**src/rtl/mouse_packet_ctrl_if.sv**
```systemverilog
`default_nettype none
// ============================================================================
// Module   : mouse_packet_ctrl_if
// Purpose  : Transceiver-side and cursor-side signal bundle of mouse_packet_ctrl
// Revision : 1.0  initial release
// ============================================================================
interface mouse_packet_ctrl_if;
  logic [7:0] rx_data;
  logic       rx_valid;
  logic       tx_busy;
  logic [7:0] tx_cmd;
  logic       tx_send;
  logic [8:0] x;
  logic [8:0] y;
  logic       left_click;
  logic       right_click;
  logic       pkt_valid;
  logic [1:0] cState;

  modport master (
    input  rx_data, rx_valid, tx_busy,
    output tx_cmd, tx_send, x, y, left_click, right_click, pkt_valid, cState
  );

  modport slave (
    output rx_data, rx_valid, tx_busy,
    input  tx_cmd, tx_send, x, y, left_click, right_click, pkt_valid, cState
  );
endinterface
`default_nettype wire

```
**src/rtl/mouse_packet_ctrl.sv**
```systemverilog
`default_nettype none
// ============================================================================
// Module   : mouse_packet_ctrl
// Purpose  : PS/2 mouse init (F4/FA) and 3-byte packet to clamped cursor.
//            Optional idle timeout enabled by defining MOUSE_TIMEOUT_EN.
// Revision : 1.0  initial release
// ============================================================================
module mouse_packet_ctrl #(
  parameter int X_MAX   = 319,
  parameter int Y_MAX   = 239,
  parameter int X_INIT  = 160,
  parameter int Y_INIT  = 120,
  parameter int TIMEOUT = 100000
) (
  input  wire logic             CLOCK_50,
  input  wire logic             reset,
  mouse_packet_ctrl_if.master   mif
);

  typedef enum logic [1:0] {
    ST_SEND   = 2'b00,
    ST_ACK    = 2'b01,
    ST_STREAM = 2'b10,
    ST_UNUSED = 2'b11
  } state_e;

  localparam logic signed [10:0] X_MAX_C = 11'(X_MAX);
  localparam logic signed [10:0] Y_MAX_C = 11'(Y_MAX);

  state_e      state_q;
  logic [1:0]  idx_q;
  logic        left_pend_q, right_pend_q;
  logic        xs_q, ys_q, xo_q, yo_q;
  logic [7:0]  dxl_q;
  logic [8:0]  x_q, y_q;
  logic        left_q, right_q, pkt_valid_q, tx_send_q;

  logic [8:0]         x_d, y_d;
  logic signed [10:0] nx_w, ny_w;
  logic               timeout_w;

  // Byte 2 is consumed straight off rx_data so the packet lands one cycle later.
  always_comb begin
    nx_w = $signed({2'b00, x_q}) + $signed({{2{xs_q}}, xs_q, dxl_q});
    ny_w = $signed({2'b00, y_q}) - $signed({{2{ys_q}}, ys_q, mif.rx_data});
    x_d  = x_q;
    y_d  = y_q;
    if (!(xo_q || yo_q)) begin
      if (nx_w < 0)             x_d = 9'd0;
      else if (nx_w > X_MAX_C)  x_d = X_MAX_C[8:0];
      else                      x_d = nx_w[8:0];
      if (ny_w < 0)             y_d = 9'd0;
      else if (ny_w > Y_MAX_C)  y_d = Y_MAX_C[8:0];
      else                      y_d = ny_w[8:0];
    end
  end

`ifdef MOUSE_TIMEOUT_EN
  localparam logic [16:0] TO_C = 17'(TIMEOUT);
  logic [16:0] idle_q;

  assign timeout_w = (idle_q >= TO_C);

  // Every state change is either an rx_valid, a timeout, or leaves a
  // non-counting state, so the final else-clear covers all of them.
  always_ff @(posedge CLOCK_50 or posedge reset) begin
    if (reset) begin
      idle_q <= '0;
    end else if (mif.rx_valid || timeout_w) begin
      idle_q <= '0;
    end else if (state_q == ST_ACK || (state_q == ST_STREAM && idx_q != 2'd0)) begin
      idle_q <= idle_q + 17'd1;
    end else begin
      idle_q <= '0;
    end
  end
`else
  logic timeout_unused;
  assign timeout_w      = 1'b0;
  assign timeout_unused = ^17'(TIMEOUT);
`endif

  always_ff @(posedge CLOCK_50 or posedge reset) begin
    if (reset) begin
      state_q      <= ST_SEND;
      idx_q        <= 2'd0;
      left_pend_q  <= 1'b0;
      right_pend_q <= 1'b0;
      xs_q         <= 1'b0;
      ys_q         <= 1'b0;
      xo_q         <= 1'b0;
      yo_q         <= 1'b0;
      dxl_q        <= 8'd0;
      x_q          <= 9'(X_INIT);
      y_q          <= 9'(Y_INIT);
      left_q       <= 1'b0;
      right_q      <= 1'b0;
      pkt_valid_q  <= 1'b0;
      tx_send_q    <= 1'b0;
    end else begin
      tx_send_q   <= 1'b0;
      pkt_valid_q <= 1'b0;
      case (state_q)
        ST_SEND: begin
          idx_q <= 2'd0;
          if (!mif.tx_busy) begin
            tx_send_q <= 1'b1;
            state_q   <= ST_ACK;
          end
        end
        ST_ACK: begin
          if (mif.rx_valid) begin
            state_q <= (mif.rx_data == 8'hFA) ? ST_STREAM : ST_SEND;
          end else if (timeout_w) begin
            state_q <= ST_SEND;
          end
        end
        ST_STREAM: begin
          if (mif.rx_valid) begin
            case (idx_q)
              2'd0: begin
                // AA is checked first: it also has bit3 set.
                if (mif.rx_data == 8'hAA) begin
                  state_q <= ST_SEND;
                end else if (mif.rx_data[3]) begin
                  left_pend_q  <= mif.rx_data[0];
                  right_pend_q <= mif.rx_data[1];
                  xs_q         <= mif.rx_data[4];
                  ys_q         <= mif.rx_data[5];
                  xo_q         <= mif.rx_data[6];
                  yo_q         <= mif.rx_data[7];
                  idx_q        <= 2'd1;
                end
              end
              2'd1: begin
                dxl_q <= mif.rx_data;
                idx_q <= 2'd2;
              end
              default: begin
                x_q         <= x_d;
                y_q         <= y_d;
                left_q      <= left_pend_q;
                right_q     <= right_pend_q;
                pkt_valid_q <= 1'b1;
                idx_q       <= 2'd0;
              end
            endcase
          end else if (timeout_w) begin
            idx_q <= 2'd0;
          end
        end
        default: state_q <= ST_SEND;
      endcase
    end
  end

  assign mif.tx_cmd      = 8'hF4;
  assign mif.tx_send     = tx_send_q;
  assign mif.x           = x_q;
  assign mif.y           = y_q;
  assign mif.left_click  = left_q;
  assign mif.right_click = right_q;
  assign mif.pkt_valid   = pkt_valid_q;
  assign mif.cState      = state_q;

endmodule
`default_nettype wire

```
**src/flat_wrapper.sv**
```systemverilog
// flat-port wrapper written by rule: the top's interface ports become plain ports
module mouse_packet_ctrl_flat 
#(
  parameter int X_MAX   = 319,
  parameter int Y_MAX   = 239,
  parameter int X_INIT  = 160,
  parameter int Y_INIT  = 120,
  parameter int TIMEOUT = 100000
)
  (CLOCK_50, reset, mif_rx_data, mif_rx_valid, mif_tx_busy, mif_tx_cmd, mif_tx_send, mif_x, mif_y, mif_left_click, mif_right_click, mif_pkt_valid, mif_cState);
  mouse_packet_ctrl_if mif_i ();
  input  wire logic CLOCK_50;
  input  wire logic reset;
  input wire logic [$bits(mif_i.rx_data)-1:0] mif_rx_data;
  input wire logic [$bits(mif_i.rx_valid)-1:0] mif_rx_valid;
  input wire logic [$bits(mif_i.tx_busy)-1:0] mif_tx_busy;
  output wire logic [$bits(mif_i.tx_cmd)-1:0] mif_tx_cmd;
  output wire logic [$bits(mif_i.tx_send)-1:0] mif_tx_send;
  output wire logic [$bits(mif_i.x)-1:0] mif_x;
  output wire logic [$bits(mif_i.y)-1:0] mif_y;
  output wire logic [$bits(mif_i.left_click)-1:0] mif_left_click;
  output wire logic [$bits(mif_i.right_click)-1:0] mif_right_click;
  output wire logic [$bits(mif_i.pkt_valid)-1:0] mif_pkt_valid;
  output wire logic [$bits(mif_i.cState)-1:0] mif_cState;
  assign mif_i.rx_data = mif_rx_data;
  assign mif_i.rx_valid = mif_rx_valid;
  assign mif_i.tx_busy = mif_tx_busy;
  assign mif_tx_cmd = mif_i.tx_cmd;
  assign mif_tx_send = mif_i.tx_send;
  assign mif_x = mif_i.x;
  assign mif_y = mif_i.y;
  assign mif_left_click = mif_i.left_click;
  assign mif_right_click = mif_i.right_click;
  assign mif_pkt_valid = mif_i.pkt_valid;
  assign mif_cState = mif_i.cState;
  mouse_packet_ctrl #(.X_MAX(X_MAX), .Y_MAX(Y_MAX), .X_INIT(X_INIT), .Y_INIT(Y_INIT), .TIMEOUT(TIMEOUT)) u_core (.CLOCK_50(CLOCK_50), .reset(reset), .mif(mif_i));
endmodule
```
**config.mk**
```make
export PLATFORM = sky130hd
export DESIGN_NAME = mouse_packet_ctrl_flat
export DESIGN_NICKNAME = d
export VERILOG_FILES = /design/src/rtl/mouse_packet_ctrl_if.sv /design/src/rtl/mouse_packet_ctrl.sv /design/src/flat_wrapper.sv
export SDC_FILE = /design/constraint.sdc
export NUM_CORES = 1
export LEC_CHECK = 0
export CAP_MARGIN = 30
export CORE_AREA = 2 2 76 78
export CTS_CLUSTER_DIAMETER = 100
export DETAILED_ROUTE_END_ITERATION = 12
export DIE_AREA = 0 0 78 80
export GPL_TIMING_DRIVEN = 1
export PLACE_DENSITY = 0.78
export SYNTH_ARGS = -nofsm -noshare
export SYNTH_HDL_FRONTEND = slang
export SYNTH_SLANG_ARGS = --single-unit
```
**constraint.sdc**
```tcl
create_clock -name CLOCK_50 -period 3.5 [get_ports CLOCK_50]
set_clock_uncertainty 0.1 [all_clocks]
set_input_delay 0.7 -clock CLOCK_50 [delete_from_list [all_inputs] [get_ports CLOCK_50]]
set_output_delay 0.7 -clock CLOCK_50 [all_outputs]
set_load 0.02 [all_outputs]
```
Word-level counts from Yosys, hierarchy flattened
Index checks and enable logic that the tools add are counted.

Reductions and logical operators: 11. Mux-type cells: 21. Add/sub/neg operators: 2. Equal/unequal tests: 12. Bitwise operators: 3. $lt $le $gt $ge: 4. Shifts and indexed selects: 0. Multiply operators: 0. Divide/modulo/power cells: 0.

Operator list (count): 9-bit 2-to-1 mux (4); 11-bit by 1-bit < comparator with 1-bit output, second input constant (2); 2-bit 2-to-1 mux (9); 8-bit equality test, second input constant (2); 10-bit by 9-bit adder with 11-bit output (1); 11-bit by 10-bit > comparator with 1-bit output, second input constant (1); 11-bit by 9-bit > comparator with 1-bit output, second input constant (1); 10-bit by 9-bit subtractor with 11-bit output (1); 5-bit AND reduction (2); 2-bit != test, second input constant (4); 2-bit case mux with 2 select lines (2); 4-bit AND reduction (2); 3-bit != test, second input constant (2); 2-bit case mux with 3 select lines (1); 3-bit AND reduction (2); 1-bit 2-to-1 mux (5); 2-bit by 1-bit equality test with 1-bit output, second input constant (2); 2-bit logical NOT (2); 1-bit NOT (3); 2-bit equality test, second input constant (1); 2-bit by 1-bit != test with 1-bit output, second input constant (1); 2-bit nonzero test (1); 2-bit OR reduction (1); 1-bit logical OR (1).

Bits in latches: 0. Output and inout port bits: 32. Bits in writable memories: 0. Memories kept: 0. Register bits after elaboration: 40. Input port bits: 12. Bits in read-only memories: 0. Logic and storage cells: 68.

Depth between registers and ports, before layout
Gate-level depths: netlist (run 1).

Depth after elaboration: 5. Gate-level depth with buffers: 10. Gate-level depth less buffers: 10.

Least setup slack after synthesis (run 1)
Ideal clock, no wire load.

Path kind: in2reg. From: in mif_rx_data[0]. To: reg u_core.y_q[7], in the netlist u_core.mif.y[7]. Buffers on the path: 0. Data required time: 3254 ps. Stages on the path: 9. Library setup time: 146 ps. Data arrival time: 2573 ps. Path slack: 681 ps. Path through: ha_1 > inv_1 > fa_1 > a21oi_2 > o21ai_0 > o211ai_1 > mux2i_1 > a31o_2 > o211ai_1.

Word-level cells in the longest chain between the ends: 4. Elaborated cells between the ends (all ways): 5. Those cells by class: add/sub (1); order compare (2); mux (2).

RTL lines: start: declaration (line flat_wrapper.sv:14) `input wire logic [$bits(mif_i.rx_data)-1:0] mif_rx_data;`; 10-bit by 9-bit subtractor with 11-bit output * (line mouse_packet_ctrl.sv:45) `ny_w = $signed({2'b00, y_q}) - $signed({{2{ys_q}}, ys_q, mif.rx_data});`; 11-bit by 9-bit > comparator with 1-bit output (line mouse_packet_ctrl.sv:53) `else if (ny_w > Y_MAX_C) y_d = Y_MAX_C[8:0];`; 9-bit 2-to-1 mux (line mouse_packet_ctrl.sv:53); 9-bit 2-to-1 mux * (line mouse_packet_ctrl.sv:52) `if (ny_w < 0) y_d = 9'd0;`; end signal: assignment (line mouse_packet_ctrl.sv:95) `y_q <= 9'(Y_INIT);`; end signal: assignment (line mouse_packet_ctrl.sv:141) `y_q <= y_d;`; end: declaration (line mouse_packet_ctrl.sv:35) `logic [8:0] x_q, y_q;`.

Mark *: on every way between the ends. The rest lies on a longest branch, timed or not. A chain may end at the register's enable or synchronous reset.

Worst setup path in the final report (run 1)
From: in mif_rx_data[0]. To: reg u_core.y_q[0], in the netlist u_core.mif.y[0].

Same word-level chain as after synthesis.

==> run summary, run 1 <==
status = completed
leak pwr = 1.64 nW
Finished Layout Cells = 413
final clock period utilization by the worst path = 0.902
type of the tightest min-delay check = reg2reg
number of slew-limit violations in the final report = 0
number of global-route vias before repair = 2355
worst stage delay on the critical path = 490 ps
async set-or-reset flop fraction in the synthesized netlist = 1.00
setup repair after global routing missed its margin = false
via count = 2462
required time at the endpoint of the critical path = 3550 ps
area delta synth->final = 19.3%
Cell Pwr Density = 355 mW/mm2
Achievable Freq = 317 MHz
largest net degree at the start of global routing = 41
biggest area consumer among synthesized cells = sky130_fd_sc_hd__dfrtp_1
Ant. Diodes = 0
cell total after placement = 405
dpl cell area = 0.00329 mm2
starting utilization of the core area = 0.528
fraction of layout instances using a drive strength above 1 = 0.144
Post-layout nets = 374
VDD IR max = 300 uV
number of port buffers = 35
Die Span Y = 80 um
number of buffers added by the clock tree synthesis step = 5
crit path DAT = 3200 ps
number of flops mapped to enable cells by yosys = 0
Max Cap Violations = 0
GRT Overall Usage = 0.222
number of DRC violations after detailed-routing iteration 0 = 185
largest buffer count on any clock path = 2
cell count after synthesis = 300
number of levels the H-tree was split into = 2
minimum setup slack in the final design = 341 ps
Setup WS pre-CTS = 56.1 ps
Setup Crit Path Kind = in2reg
total congestion overflow after global routing = 0
aggregate negative setup slack = 0 ps
final weighted congestion in routability-driven placement = 0.830
I/O pin total = 44
flip-flop cell with the highest count after synthesis = sky130_fd_sc_hd__dfrtp_1
Core Region = 0.00541 mm2
post-synthesis area per instance = 9.50 um2
count of clock tree sinks = 40
sequential share of the synthesized area = 0.354
Hold Fails Final Rpt = 0
Worst setup EP type = register
Avg WL per Cell = 15.8 um
DRC violation count after routing = 0
register clock-pin slew on the reported worst setup and hold paths = 70 ps
sum of routed wire length over all layers = 6510 um
total half-perimeter wirelength after legalization and detailed placement = 5070 um
x dimension of the die = 78 um
Synth warnings = 0
number of setup buffers added after CTS = 0
count of cells resized by post-cts repair = 0
cts hold-fix bufs = 0
initial antenna violation count = 0
number of distinct standard cells referenced by the synthesized netlist = 60
final design area excluding fillers = 0.00340 mm2
clk root buf = sky130_fd_sc_hd__clkbuf_8
Post-Synthesis Cell Area = 0.00285 mm2
Routed Antenna Nets = 0
Slew Limit Headroom = 0.502
Critical Path Fanout Max = 8
Period minus WS final = 3160 ps
final setup vio count = 0
clock insertion delay at the later pin of the skew report = 300 ps
Slowest-stage cell, CP = sky130_fd_sc_hd__clkdlybuf4s50_1
leading cell types by total area after synthesis = sky130_fd_sc_hd__dfrtp_1 30%, sky130_fd_sc_hd__ha_1 8.8%, sky130_fd_sc_hd__mux2_2 5.9%
critical path cell sequence = clkdlybuf4s50_1 > ha_1 > inv_1 > fa_1 > a21oi_2 > o211ai_2 > nand2_1 > o41a_1 > o311ai_4 > a32oi_1
filler instances = 467
slew at the pin with the worst max-slew slack = 741 ps
die area = 0.00624 mm2
TritonRoute pass-1 iters = 4
TritonCTS clock tree = done
fraction of post-synthesis cell area in the top cell type by area = 0.298
number of flip-flops and latches in the synthesized netlist = 40
critical path startpoint category = primary input
power after layout = 1.21 mW
wire length of the first global-routing pass = 11000 um
Core Rows = 27
ratio of routed vias to standard cells = 5.96
==> metrics by stage <==
| stage | util | hold slack (ps) |
|---|---|---|
| after floorplan | - | 377 |
| after global placement | 0.608 | 385 |
| after detailed placement | 0.608 | 388 |
| after CTS | 0.629 | 399 |
| after global routing | 0.629 | 416 |
| final | 0.629 | 400 |
==> cells in the mapped netlist (3+ instances only) <==
| master | count |
|---|---|
| sky130_fd_sc_hd__dfrtp_1 | 34 |
| sky130_fd_sc_hd__o21ai_0 | 21 |
| sky130_fd_sc_hd__ha_1 | 20 |
| sky130_fd_sc_hd__inv_1 | 20 |
| sky130_fd_sc_hd__nand2_1 | 20 |
| sky130_fd_sc_hd__a21oi_1 | 15 |
| sky130_fd_sc_hd__mux2_2 | 15 |
| sky130_fd_sc_hd__nor2_1 | 11 |
| sky130_fd_sc_hd__xnor2_1 | 10 |
| sky130_fd_sc_hd__buf_4 | 8 |
| sky130_fd_sc_hd__nor3_1 | 8 |
| sky130_fd_sc_hd__clkbuf_1 | 6 |
| sky130_fd_sc_hd__dfstp_2 | 6 |
| sky130_fd_sc_hd__a211oi_1 | 5 |
| sky130_fd_sc_hd__a21o_1 | 5 |
| sky130_fd_sc_hd__a32oi_1 | 5 |
| sky130_fd_sc_hd__and3_1 | 5 |
| sky130_fd_sc_hd__nand3_1 | 5 |
| sky130_fd_sc_hd__o211ai_1 | 5 |
| sky130_fd_sc_hd__a31oi_1 | 4 |
| sky130_fd_sc_hd__a41oi_1 | 4 |
| sky130_fd_sc_hd__buf_2 | 4 |
| sky130_fd_sc_hd__nand2b_1 | 4 |
| sky130_fd_sc_hd__a22o_1 | 3 |
| sky130_fd_sc_hd__nor2b_1 | 3 |
| sky130_fd_sc_hd__nor4_1 | 3 |
| sky130_fd_sc_hd__o21bai_1 | 3 |
| sky130_fd_sc_hd__o31ai_1 | 3 |
| sky130_fd_sc_hd__xor2_1 | 3 |
==> metal layers <==
layer  up-vias  part of all wire  wire (um)  track usage
met5         -                 0          0            0
met4         0             0.020        128       0.0702
met3        15             0.058        379       0.0373
met2        96              0.45       2940        0.354
met1      1171              0.47       3060        0.308
li1       1180                 -          -            -
==> cells in the final DEF (no fill, tap or decap), types with 2 or more instances in the layout <==
cell                              count
sky130_fd_sc_hd__o31ai_1              3
sky130_fd_sc_hd__nor4_1               3
sky130_fd_sc_hd__and3b_1              2
sky130_fd_sc_hd__and3_1               5
sky130_fd_sc_hd__nand3_1              5
sky130_fd_sc_hd__clkdlybuf4s50_1     35
sky130_fd_sc_hd__nand2_2              2
sky130_fd_sc_hd__dfrtp_1             34
sky130_fd_sc_hd__nor2_1              11
sky130_fd_sc_hd__a21oi_1             15
sky130_fd_sc_hd__clkbuf_8             5
sky130_fd_sc_hd__nor3_1               8
sky130_fd_sc_hd__ha_1                20
sky130_fd_sc_hd__a21oi_2              2
sky130_fd_sc_hd__nand4_1              2
sky130_fd_sc_hd__dfstp_2              6
sky130_fd_sc_hd__inv_1               20
sky130_fd_sc_hd__conb_1               8
sky130_fd_sc_hd__a31oi_1              4
sky130_fd_sc_hd__a41oi_1              4
sky130_fd_sc_hd__o211a_1              2
sky130_fd_sc_hd__xnor2_1             10
sky130_fd_sc_hd__o21bai_1             3
sky130_fd_sc_hd__xor2_1               3
sky130_fd_sc_hd__nor2b_1              3
sky130_fd_sc_hd__a22o_1               3
sky130_fd_sc_hd__a211o_1              2
sky130_fd_sc_hd__buf_4               10
sky130_fd_sc_hd__mux2i_1              2
sky130_fd_sc_hd__mux2_2              15
sky130_fd_sc_hd__fa_1                 2
sky130_fd_sc_hd__a32oi_1              5
sky130_fd_sc_hd__a21o_1               5
sky130_fd_sc_hd__o21a_1               2
sky130_fd_sc_hd__nand2_1             20
sky130_fd_sc_hd__o21ai_0             21
sky130_fd_sc_hd__nor3b_1              2
sky130_fd_sc_hd__o211ai_1             5
sky130_fd_sc_hd__nand2b_1             4
sky130_fd_sc_hd__a211oi_1             5
==> final timing paths <==
path                       cells after the start             from              end  slack (ps)
min                                            2  u_core.mif.y[3]  u_core.mif.y[3]         400
max reg2reg                                    8  u_core.mif.x[0]  u_core.mif.x[4]         380
max in group asynchronous                      3            reset  u_core.mif.y[6]        2210
min reg2reg                                    2  u_core.mif.y[3]  u_core.mif.y[3]         400
min in group asynchronous                      3            reset  u_core.mif.x[0]         710
max                                           10   mif_rx_data[0]  u_core.mif.y[0]         340
==> layout make-up <==
cell class / count / area [um2] / share of cell area
multi-input cells: 228 / 1690 / 0.496
flip-flops and latches: 40 / 1010 / 0.296
repair buffers: 45 / 425 / 0.125
well taps: 72 / 90.1 / 0.0265
inverters: 20 / 75.1 / 0.0221
clock buffers: 5 / 68.8 / 0.0202
clock inverters: 3 / 46.3 / 0.0136
==> logic make-up after synthesis <==
kind of cell             count (synthesis)  share of synthesized area
XOR/XNOR                                13                     0.0399
adder cells (fa/ha/maj)                 22                      0.102
AO/OA/AOI/OAI                           97                      0.245
AND/OR/NAND/NOR                         71                      0.128
multiplexers                            17                     0.0663
flip-flops                              40                      0.354
buffers and inverters                   38                     0.0623
other                                    2                    0.00263
==> power breakdown <==
group,internal [mW],leakage (nW),switching (mW)
combinational,0.120,1.07,0.182
sequential,0.486,0.513,0.0284
clock,0.215,0.0548,0.177
==> registers in the layout, indices dropped and copies added (netlist names), 2 cells and up <==
| register | flops |
|---|---|
| u_core.mif.y | 9 |
| u_core.idx_q | 2 |
| u_core.mif.cState | 2 |
| u_core.mif.x | 9 |
| u_core.dxl_q | 8 |
==> critical path: cells and delay by family <==
kind                     cells  cell delay, ps
adder cells (fa/ha/maj)      2             490
buffers and inverters        2             570
AO/OA/AOI/OAI                5            1360
AND/OR/NAND/NOR              1              80
(Power assumes the default switching activity.)
==> run 2, diff against run 1 <==
--- a/config.mk
+++ b/config.mk
@@ -5,7 +5,6 @@
 export SDC_FILE = /design/constraint.sdc
 export NUM_CORES = 1
 export LEC_CHECK = 0
-export CAP_MARGIN = 30
 export CORE_AREA = 2 2 76 78
 export CTS_CLUSTER_DIAMETER = 100
 export DETAILED_ROUTE_END_ITERATION = 12
==> results of run 2 <==
The final DEF is identical to that of run 1; final timing and power are the same.
==> run 3, diff against run 2 <==
--- a/config.mk
+++ b/config.mk
@@ -9,7 +9,6 @@
 export CTS_CLUSTER_DIAMETER = 100
 export DETAILED_ROUTE_END_ITERATION = 12
 export DIE_AREA = 0 0 78 80
-export GPL_TIMING_DRIVEN = 1
 export PLACE_DENSITY = 0.78
 export SYNTH_ARGS = -nofsm -noshare
 export SYNTH_HDL_FRONTEND = slang
==> results of run 3 <==
The final DEF is identical to that of run 1; final timing and power are the same.
